[config.mk]
export PLATFORM = sky130hd
export DESIGN_NAME = shift_add_multiplier_4
export DESIGN_NICKNAME = d
export VERILOG_FILES = /design/src/rtl/shift_add_multiplier_4.sv
export SDC_FILE = /design/constraint.sdc
export NUM_CORES = 1
export LEC_CHECK = 0
export BUFFER_PORTS_ARGS = -buffer_cell sky130_fd_sc_hd__buf_2
export CELL_PAD_IN_SITES_DETAIL_PLACEMENT = 1
export CELL_PAD_IN_SITES_GLOBAL_PLACEMENT = 1
export CORE_MARGIN = 1
export CORE_UTILIZATION = 40
export DETAILED_ROUTE_END_ITERATION = 6
export GPL_TIMING_DRIVEN = 0
export PLACE_DENSITY = 0.85
export SLEW_MARGIN = 30
export SYNTH_ARGS = -nofsm -noshare
export SYNTH_HDL_FRONTEND = slang
export SYNTH_SLANG_ARGS = --single-unit
export TNS_END_PERCENT = 1
[constraint.sdc]
create_clock -name clk -period 4.3 [get_ports clk]
set_clock_uncertainty 0.2 [all_clocks]
set_input_delay 1.29 -clock clk [delete_from_list [all_inputs] [get_ports clk]]
set_output_delay 1.29 -clock clk [all_outputs]
set_load 0.02 [all_outputs]
[src/rtl/shift_add_multiplier_4.sv]
// shift_add_multiplier_4: sequential 4x4 unsigned shift-add multiplier driving an external 4-bit adder
// Ports:
//   clk, rst        clock, asynchronous active-high reset
//   start, a, b     start request with multiplicand/multiplier, captured on acceptance
//   busy, done      busy while iterating, one-cycle done pulse on completion
//   product         last completed 8-bit result, held until next completion
//   add_a, add_b    adder operands: accumulator high nibble, gated multiplicand
//   add_ctrl        adder mode, tied to add
//   add_s           adder result, add_s[4] is the carry-out
module shift_add_multiplier_4 (
  input  logic       clk,
  input  logic       rst,
  input  logic       start,
  input  logic [3:0] a,
  input  logic [3:0] b,
  output logic       busy,
  output logic       done,
  output logic [7:0] product,
  output logic [3:0] add_a,
  output logic [3:0] add_b,
  output logic       add_ctrl,
  input  logic [4:0] add_s
);
  typedef enum logic [1:0] {IDLE, RUN, DONE} state_t;
  state_t state_q, state_d;
  logic [3:0] mcand_q, mcand_d, hi_q, hi_d, lo_q, lo_d;
  logic [1:0] cnt_q, cnt_d;
  logic [7:0] product_q, product_d;
  always_ff @(posedge clk or posedge rst)
    if (rst) begin
      state_q   <= IDLE;
      mcand_q   <= 4'd0;
      hi_q      <= 4'd0;
      lo_q      <= 4'd0;
      cnt_q     <= 2'd0;
      product_q <= 8'd0;
    end else begin
      state_q   <= state_d;
      mcand_q   <= mcand_d;
      hi_q      <= hi_d;
      lo_q      <= lo_d;
      cnt_q     <= cnt_d;
      product_q <= product_d;
    end
  // A step shifts the 9-bit {carry, sum, lo} right by one; add_b is zero when
  // lo[0] is clear, so the adder then just passes hi through.
  always_comb begin
    state_d   = state_q == DONE ? IDLE : state_q;
    mcand_d   = mcand_q;
    hi_d      = hi_q;
    lo_d      = lo_q;
    cnt_d     = cnt_q;
    product_d = product_q;
    if (state_q == RUN) begin
      {hi_d, lo_d} = {add_s, lo_q[3:1]};
      cnt_d = cnt_q + 2'd1;
      if (cnt_q == 2'd3) begin
        product_d = {add_s, lo_q[3:1]};
        state_d   = DONE;
      end
    end else if (start) begin
      mcand_d = a;
      lo_d    = b;
      hi_d    = 4'd0;
      cnt_d   = 2'd0;
      state_d = RUN;
    end
  end
  assign busy     = state_q == RUN;
  assign done     = state_q == DONE;
  assign product  = product_q;
  assign add_a    = hi_q;
  assign add_b    = lo_q[0] ? mcand_q : 4'd0;
  assign add_ctrl = 1'b0;
endmodule

==> results, run 1 <==
- Of the cells placed in the final design, the portion with a size suffix greater than 1 is 0.483.
- After detailed routing, the average wire length per cell comes to 15.1 um.
- The max-slew violation total from the final report is 0.
- Clock-pin slew was measured on the worst setup and hold paths at 0.14 ns.
- During synthesis, Yosys emitted a total of 0 warnings.
- Setup repair after global routing left no endpoint under its margin.
- The number of hold buffers added after cts is 0.
- The layout has 285 filler cells.
- At the end of routability-driven placement, the weighted congestion stood at between 0.6 and 0.7.
- The flow ran to the end, and the final reports show no timing, DRC or antenna violations.
- The first global-routing pass estimated 3800 um of wire.
- The clock net in this run drives a total of 24 sinks.
- The ratio of final minimum period to clock period is 0.683.
- The pin slew with the least headroom to its limit is 0.507 ns.
- In this run the power density over the cells is 790 nW/um^2.
- Setup violations remaining at the end of the flow were counted as 0.
- The most common cell type on the critical path is sky130_fd_sc_hd__buf_2.
- Detailed placement finished with a half-perimeter wire length of roughly 1700 um.
- The clock period could shrink to 2.94 ns.
- The initial antenna violation count is 0.
- The die extent in y is 52.9 um.
- The sequential standard cell area is 601 um^2.
- The longest clock path from root to sink contains 2 buffers.
- The clock reaches the later pin of the worst-skew pair after between 0.3 and 0.4 ns.
- The number of placement rows is 18.
- The detailed-routing iteration count for the pre-antenna-repair pass is 4.
- The kind of cell with the highest combined delay along the critical path is flip-flops.
- The total area inside the core boundary comes to 2450 um^2.
- The path depth of the worst reg2reg path is 3.
- Once the clock tree was built, the setup fixing pass inserted 0 buffers.
- The non-filler instance count after layout is 150.
- The number of failing hold endpoints at the final stage is 0.
- In this design, the stage delay of the slowest critical-path cell is 0.46 ns.
- The via count normalized by instance count is 4.91.
- In this run the most critical hold path is launched from product[3]$_DFFE_PP0P_.
- The via count of the first global-routing pass is 804.
- The area of the die is 2800 um^2.
- Synthesis handed over a netlist of 83 instances.
- In this run, placement finished with an instance count of 146.
- For the final routed database, the setup TNS stands at 0 ns.
- The class of the most critical hold timing path is reg -> reg.
- The number of nets in the synthesized netlist is 100.
- The I/O pin total is 35.
- The endpoint of the lowest-slack register-to-register path is mcand_q[2]$_DFFE_PP0P_.
- The worst setup path is captured at an output port.
- The final layout contains 138 nets.
- The kind of launch point of the worst setup path is a flip-flop.
- Of all nets on the critical path, the largest fanout is 10.
- For this configuration, the core starts out at a cell density of 0.422.
- Buffers placed on the I/O ports in this run total 33.
- The number of gates resized after cts is 0.
- The launching point of the worst reg2reg path is state_q[1]$_DFF_PP0_.
- Based on the critical path, the design can be clocked at up to ~340 MHz.
- The root buffer cell is sky130_fd_sc_hd__clkbuf_4.
- The detailed router placed roughly 740 vias in this run.
- Across the run, the number of max-cap violations was 0.
- IR analysis of the VDD net gives a maximum drop of 0.420 mV.
- The endpoint of the worst hold path is product[3]$_DFFE_PP0P_.
- The number of antenna cells inserted is 0.
- The register-to-register path setup slack is 2.79 ns.
- The die is about 53 um wide.
- The total track usage is 0.193.
- TritonCTS built the clock tree.
- The arrival time of the worst setup path is 1.45 ns.
- The synthesized area is 1040 um^2.
- Among all stages on the critical path, the largest delay is contributed by sky130_fd_sc_hd__dfrtp_1.
- The worst slew margin relative to its limit is 0.662.
- The number of register bits inferred by synthesis is 24.
- The DRC violation count after routing is 0.
- Traced cell by cell, the critical path runs through nor2b_4 > buf_2 > buf_2.
- The static power due to leakage is ~0.67 nW.
- Together, buffers and inverters on the worst path number 2.
- The number of different library cells used by synthesis comes to 20.
- The final antenna-violating net count is 0.
- The worst hold path cell count is 1.
- The synthesized area per cell is 12.5 um^2.
- The required time of the critical path is 2.81 ns.
- The critical path in this run is classified as reg -> out.
- For this run, the register share of the synthesized area comes to 0.580.
- The area growth from synthesis to final layout is 24.6%.
- CTS built an H-tree with a depth of 1.
- The final layout contains routed wiring with a total length of 2270 um.
- The largest net degree at the start of global routing is 25.
- In the final layout, the multi-input gates occupy 409 um^2.
- Clock tree synthesis inserted a total of 3 buffers.
- After global routing the overflow that remains totals 0.
- After the first detailed-routing iteration, the DRC count stood at 4.
-- how the worst max path moves through the flow --
stage	depth (start not counted)	to	startpoint	slack [ns]
2_1_floorplan	2	busy	state_q[1]$_DFF_PP0_	1.98
3_3_place_gp	3	busy	state_q[1]$_DFF_PP0_	1.77
3_5_place_dp	3	busy	state_q[1]$_DFF_PP0_	1.73
4_1_cts	3	busy	state_q[1]$_DFF_PP0_	1.34
5_1_grt	3	busy	state_q[0]$_DFF_PP0_	1.27
6_report	3	busy	state_q[1]$_DFF_PP0_	1.36
-- layer usage --
layer | track usage | part of all wire | routed length (um)
met4 | 0.0526 | 0 | 0
met2 | 0.346 | 0.53 | 1200
met5 | 0 | 0 | 0
met3 | 0.0345 | 0.041 | 94
met1 | 0.234 | 0.43 | 978
-- placed cells by master, fill, tap and decap left out --
cell type	instances
sky130_fd_sc_hd__and2_1	4
sky130_fd_sc_hd__and2b_1	1
sky130_fd_sc_hd__buf_2	35
sky130_fd_sc_hd__buf_4	1
sky130_fd_sc_hd__bufinv_16	1
sky130_fd_sc_hd__clkbuf_2	1
sky130_fd_sc_hd__clkbuf_4	3
sky130_fd_sc_hd__conb_1	1
sky130_fd_sc_hd__dfrtp_1	24
sky130_fd_sc_hd__ha_1	1
sky130_fd_sc_hd__inv_2	1
sky130_fd_sc_hd__mux2_2	13
sky130_fd_sc_hd__mux2i_1	4
sky130_fd_sc_hd__nand2_1	10
sky130_fd_sc_hd__nand2_4	1
sky130_fd_sc_hd__nand2b_1	5
sky130_fd_sc_hd__nand2b_4	1
sky130_fd_sc_hd__nor2_1	1
sky130_fd_sc_hd__nor2b_4	1
sky130_fd_sc_hd__o211a_1	1
sky130_fd_sc_hd__o21a_1	1
sky130_fd_sc_hd__o21ai_0	9
-- per-stage QoR --
stage | worst slack (ns) | cell area, um^2 | utilization | hold WS [ns] | power, mW
2_1_floorplan | 1.98 | 1040 | - | 0.267 | 0.714
3_3_place_gp | 1.77 | 1240 | 0.505 | 0.280 | 0.834
3_5_place_dp | 1.73 | 1240 | 0.505 | 0.289 | 0.872
4_1_cts | 1.34 | 1290 | 0.526 | 0.319 | 1.04
5_1_grt | 1.27 | 1290 | 0.526 | 0.341 | 1.10
6_report | 1.36 | 1290 | 0.526 | 0.316 | 1.02
-- cell type report --
cell class                 instances  share of cell area
buffer                             4              0.0174
clock buffer                       3              0.0174
clock inverter                     1              0.0233
inverter                           1             0.00291
multi-input combinational         54               0.317
sequential                        24               0.465
tap                               30              0.0291
timing repair buffer              33               0.128
-- flip-flops by register name (all words and copies together) (netlist names) --
register and count:
product 8, add_a 4, lo_q 4, state_q 2, cnt_q 2, mcand_q 4
-- where the power goes --
part,leakage [nW],total [mW],internal [mW],switching (mW)
combinational,0.355,0.456,0.197,0.259
clock,0.0279,0.161,0.0942,0.0669
sequential,0.288,0.403,0.336,0.0678
total,0.671,1.02,0.627,0.394
-- worst register-to-register path: stages, from the launching register on --
cell	delay [ns]
sky130_fd_sc_hd__dfrtp_1	0.46
sky130_fd_sc_hd__nor2b_4	0.21
sky130_fd_sc_hd__nand2b_4	0.19
sky130_fd_sc_hd__mux2_2	0.33
-- synthesized netlist by cell type --
cell,instances,share of area
sky130_fd_sc_hd__dfrtp_1,24,0.58
sky130_fd_sc_hd__mux2_2,13,0.14
sky130_fd_sc_hd__nand2_1,10,0.036
sky130_fd_sc_hd__o21ai_0,9,0.043
sky130_fd_sc_hd__nand2b_1,5,0.030
sky130_fd_sc_hd__and2_1,4,0.024
sky130_fd_sc_hd__mux2i_1,4,0.039
sky130_fd_sc_hd__buf_2,2,0.0097
sky130_fd_sc_hd__and2b_1,1,0.0072
sky130_fd_sc_hd__buf_4,1,0.0072
sky130_fd_sc_hd__clkbuf_2,1,0.0048
sky130_fd_sc_hd__conb_1,1,0.0036
sky130_fd_sc_hd__ha_1,1,0.012
sky130_fd_sc_hd__inv_1,1,0.0036
sky130_fd_sc_hd__nand2_4,1,0.011
sky130_fd_sc_hd__nand2b_4,1,0.013
sky130_fd_sc_hd__nor2_1,1,0.0036
sky130_fd_sc_hd__nor2b_4,1,0.013
sky130_fd_sc_hd__o211a_1,1,0.0097
sky130_fd_sc_hd__o21a_1,1,0.0072
-- logic make-up after synthesis --
kind of cell               share of synthesized area
DFF                                            0.580
muxes                                          0.180
buffers and inverters                         0.0254
adders and majority gates                     0.0121
other                                        0.00362
AOI/OAI and AO/OA                             0.0604
and+or+nand+nor                                0.139
(Power assumes the default switching activity.)
==> run 2: changes to the inputs <==
Settings changed: ABC_AREA set to 1, CORE_UTILIZATION 40 to 31, PLACE_DENSITY 0.85 to 0.76.
Clock period 4.3 ns to 2.4 ns, I/O delays scaled along.
==> results, run 2 <==
- The commonest cells after synthesis are 51 x sky130_fd_sc_hd__nand2_1, 24 x sky130_fd_sc_hd__dfrtp_1, 23 x sky130_fd_sc_hd__nand3_1, 7 x sky130_fd_sc_hd__inv_1, 5 x sky130_fd_sc_hd__buf_4.
- The tool flagged a number of max-cap violations equal to 0.
- Dividing total power by cell area gives a power density of 1370 nW/um^2.
- At the pin with the least slew margin, the transition time is 0.505 ns.
- Of the total power, the share spent switching nets is 0.449.
- In the synthesized netlist the async set-or-reset flop fraction comes to 1.00.
- The final design utilization is 0.416.
- Leaving out fill and tap cells, the most frequent cells in the layout are 51 x sky130_fd_sc_hd__nand2_1, 33 x sky130_fd_sc_hd__buf_2, 24 x sky130_fd_sc_hd__dfrtp_1.
- The highest-delay cell along the critical path is sky130_fd_sc_hd__dfrtp_1.
- The total routed wirelength is 2480 um.
- The TritonCTS clock tree is built.
- The post-synthesis instance total is between 100 and 150.
- The leading area contributor after synthesis is sky130_fd_sc_hd__dfrtp_1.
- Setup repair after global routing left no endpoint under its margin.
- Setup violations remaining at the end of the flow were counted as 0.
- The detail route stage leaves a number of antenna-violating nets equal to 0.
- The area of the core is between 3000 and 4000 um^2.
- The worst slew margin relative to its limit is 0.663.
- The max-slew violation total from the final report is 0.
- In the final layout, the share of cells above drive strength 1 is 0.314.
- From left edge to right edge, the die measures 60.2 um.
- The dominant register cell in the synthesized netlist is sky130_fd_sc_hd__dfrtp_1.
- The clock period could shrink to 2.23 ns.
- The library cell used most frequently in the layout, excluding fill and tap cells, is sky130_fd_sc_hd__nand2_1.
- In the final layout, flip-flops and latches occupy 601 um^2.
- The first detailed-routing pass took 4 iterations.
- Clock-pin slew was measured on the worst setup and hold paths at between 0.1 and 0.15 ns.
- The register with the most flip-flops in the layout has 8 of them.
- Of the total power, combinational logic draws 0.481.
- After routing, the total negative slack on setup checks comes to 0 ns.
- The number of hold buffers added after CTS was 0.
- The deepest clock path buffer count is 2.
- For this block, the initial DRC count from the detailed router was 13.
- Based on the critical path, the design can be clocked at up to 449 MHz.
- The number of clock buffers added by TritonCTS is 3.
- At the end of the flow, the number of nets in the layout was 177.
- The via count of the first global-routing pass is 990.
- Buffers placed on the I/O ports in this run total 32.
- In the post-synthesis netlist, the biggest area contributors are sky130_fd_sc_hd__dfrtp_1 57%, sky130_fd_sc_hd__nand2_1 18%, sky130_fd_sc_hd__nand3_1 11%, sky130_fd_sc_hd__buf_4 3.6%, sky130_fd_sc_hd__inv_1 2.5%.
- The synthesized area is roughly 1000 um^2.
- Detailed routing inserted a total of 923 vias.
- The path class of the tightest hold or removal check is in -> async.
- The switching power of the nets is 0.804 mW.
- STA classifies the critical path startpoint as a flip-flop.
- The count of synthesis-stage warnings from yosys is 0.
- The critical path is of the reg -> out type.
- When the netlist entered floorplanning its net count stood at between 100 and 150.
- The run finished with clean final reports.
- The stage delay of the slowest cell on the critical path is around 0.43 ns.
- In the global route stage, overall resource usage came out at 0.165.
- Pin placement for this block handled 35 I/O pins.
- In this run, synthesis produced a sequential element count of 24.
- The synthesized netlist contains 15 unique library cells.
- The die covers approximately 3600 um^2.
- The initial cell density of the core is 0.336.
- The static power due to leakage is 0.756 nW.
- The global-route wire length before repair is around 4400 um.
- The ratio of final minimum period to clock period is 0.928.
- The number of buffers inserted to repair setup after CTS is 0.
- The floorplan step set the die height to 60.2 um.
- At the worst endpoint, the arrival time is 1.31 ns.
- The required time of the critical path is roughly 1.5 ns.
- The largest net degree at the start of global routing is 25.
- Counting flops with a built-in enable in the synthesized netlist gives 0.
- The most common cell in the synthesized netlist is sky130_fd_sc_hd__nand2_1.
- Routability-driven placement finished with a final weighted congestion of 0.721.
- Broken down by cell family, the worst path's largest delay share belongs to flip-flops.
- Traced cell by cell, the critical path runs through inv_2 > nor2_2 > buf_4 > buf_2.
- The insertion delay of the later-clocked pin in the worst-skew pair is 0.32 ns.
- The maximum VDD drop is 0.483 mV.
- The number of placement rows is 20.
- Clock tree synthesis found a total of 24 sinks.
- The portion of synthesized cell area occupied by the leading cell type is 0.572.
- The highest net fanout along the worst path is 10.
- Cell internal power was estimated by the tool at 0.985 mW.
- The post-detailed-placement half-perimeter wirelength is 1890 um.
- The number of failing hold endpoints at the final stage is 0.
- The overflow left after global routing is 0.
- Dividing the detail-routed wire length by the instance count gives 12.2 um.
- The layout has roughly 400 filler cells.
- The initial antenna violation count is 0.
- Of the total power, the clock network draws 0.121.
- The number of buffer and inverter stages on the critical path is 3.
- After clock tree synthesis, the repair step resized 0 gates.
- The number of antenna cells inserted is 0.
- The synthesized area per cell is approximately 8.5 um^2.
- The tree is rooted in a sky130_fd_sc_hd__clkbuf_4.
- The sequential area share after synthesis is 0.572.
- Compared with the post-synthesis result, the final layout area differs by 24.0%.
- In this run the number of H-tree levels came out at 1.
- The area taken by multi-input logic gates is ~370 um^2.
- The DRC violation count after routing is 0.
- The kind of capture point of the worst setup path is an output port.
- The via count normalized by instance count is between 4 and 5.
- The sequential power share is 0.398.
-- run 2: changes by cell type after synthesis, sizes merged, moves of 3 or more --
cell,before,now
nand2,11,54
nand3,0,23
mux2,13,0
inv,1,9
o21ai,9,1
nand2b,6,0
and2,4,0
mux2i,4,0
buf,3,6
-- run 2: cell type report --
cell class                      instances  area share
Sequential cell                        24       0.462
Multi-Input combinational cell         84       0.287
Timing Repair Buffer                   32       0.123
Tap cell                               44      0.0423
Buffer                                  6      0.0327
Clock buffer                            4      0.0279
Inverter                                9      0.0260
-- run 2: cells by family after synthesis --
group / count (synthesis) / share of synthesized area
other cells: 1 / 0.00357
compound gates: 2 / 0.00953
buf+inv: 15 / 0.0727
fa+ha+maj: 1 / 0.0119
flops: 24 / 0.572
simple gates: 80 / 0.330
-- run 2: per-stage QoR --
step | setup WS, ns | cell area [um^2] | cells | power [mW] | hold slack, ns
final | 0.172 | 1300 | 203 | 1.79 | 0.207
after global routing | 0.0520 | 1300 | 203 | 1.97 | 0.234
after CTS | 0.145 | 1300 | 203 | 1.83 | 0.298
after detailed placement | 0.524 | 1260 | 199 | 1.61 | 0.260
after global placement | 0.558 | 1260 | 199 | 1.56 | 0.255
after floorplan | 0.764 | 1050 | 123 | 1.32 | 0.242
-- run 2: worst paths after layout --
kind                                        startpoint                      to  slack, ns  depth (start not counted)
worst max-delay path              state_q[0]$_DFF_PP0_                    busy       0.17                          4
worst min-delay path                               rst  mcand_q[3]$_DFFE_PP0P_       0.21                          2
worst max register to register    cnt_q[0]$_DFFE_PP0P_  product[5]$_DFFE_PP0P_       1.09                          5
worst min register to register  product[7]$_DFFE_PP0P_  product[7]$_DFFE_PP0P_       0.29                          2
max in group asynchronous                          rst  product[0]$_DFFE_PP0P_       1.45                          2
min in group clk                product[7]$_DFFE_PP0P_  product[7]$_DFFE_PP0P_       0.29                          2
-- run 2: layer usage --
metal	up-vias	GRT usage	share of wire
met5	-	0	0
met4	0	0.0598	0.010
met3	4	0.0368	0.057
met2	31	0.278	0.50
met1	435	0.206	0.43
li1	453	-	-
-- run 2: power by group through the flow --
stage,clock network [mW],registers [mW],logic [mW]
floorplan,0,0.812,0.508
global placement,0,0.710,0.845
detailed placement,0,0.723,0.888
CTS,0.225,0.716,0.889
global route,0.240,0.740,0.986
finish,0.216,0.712,0.861
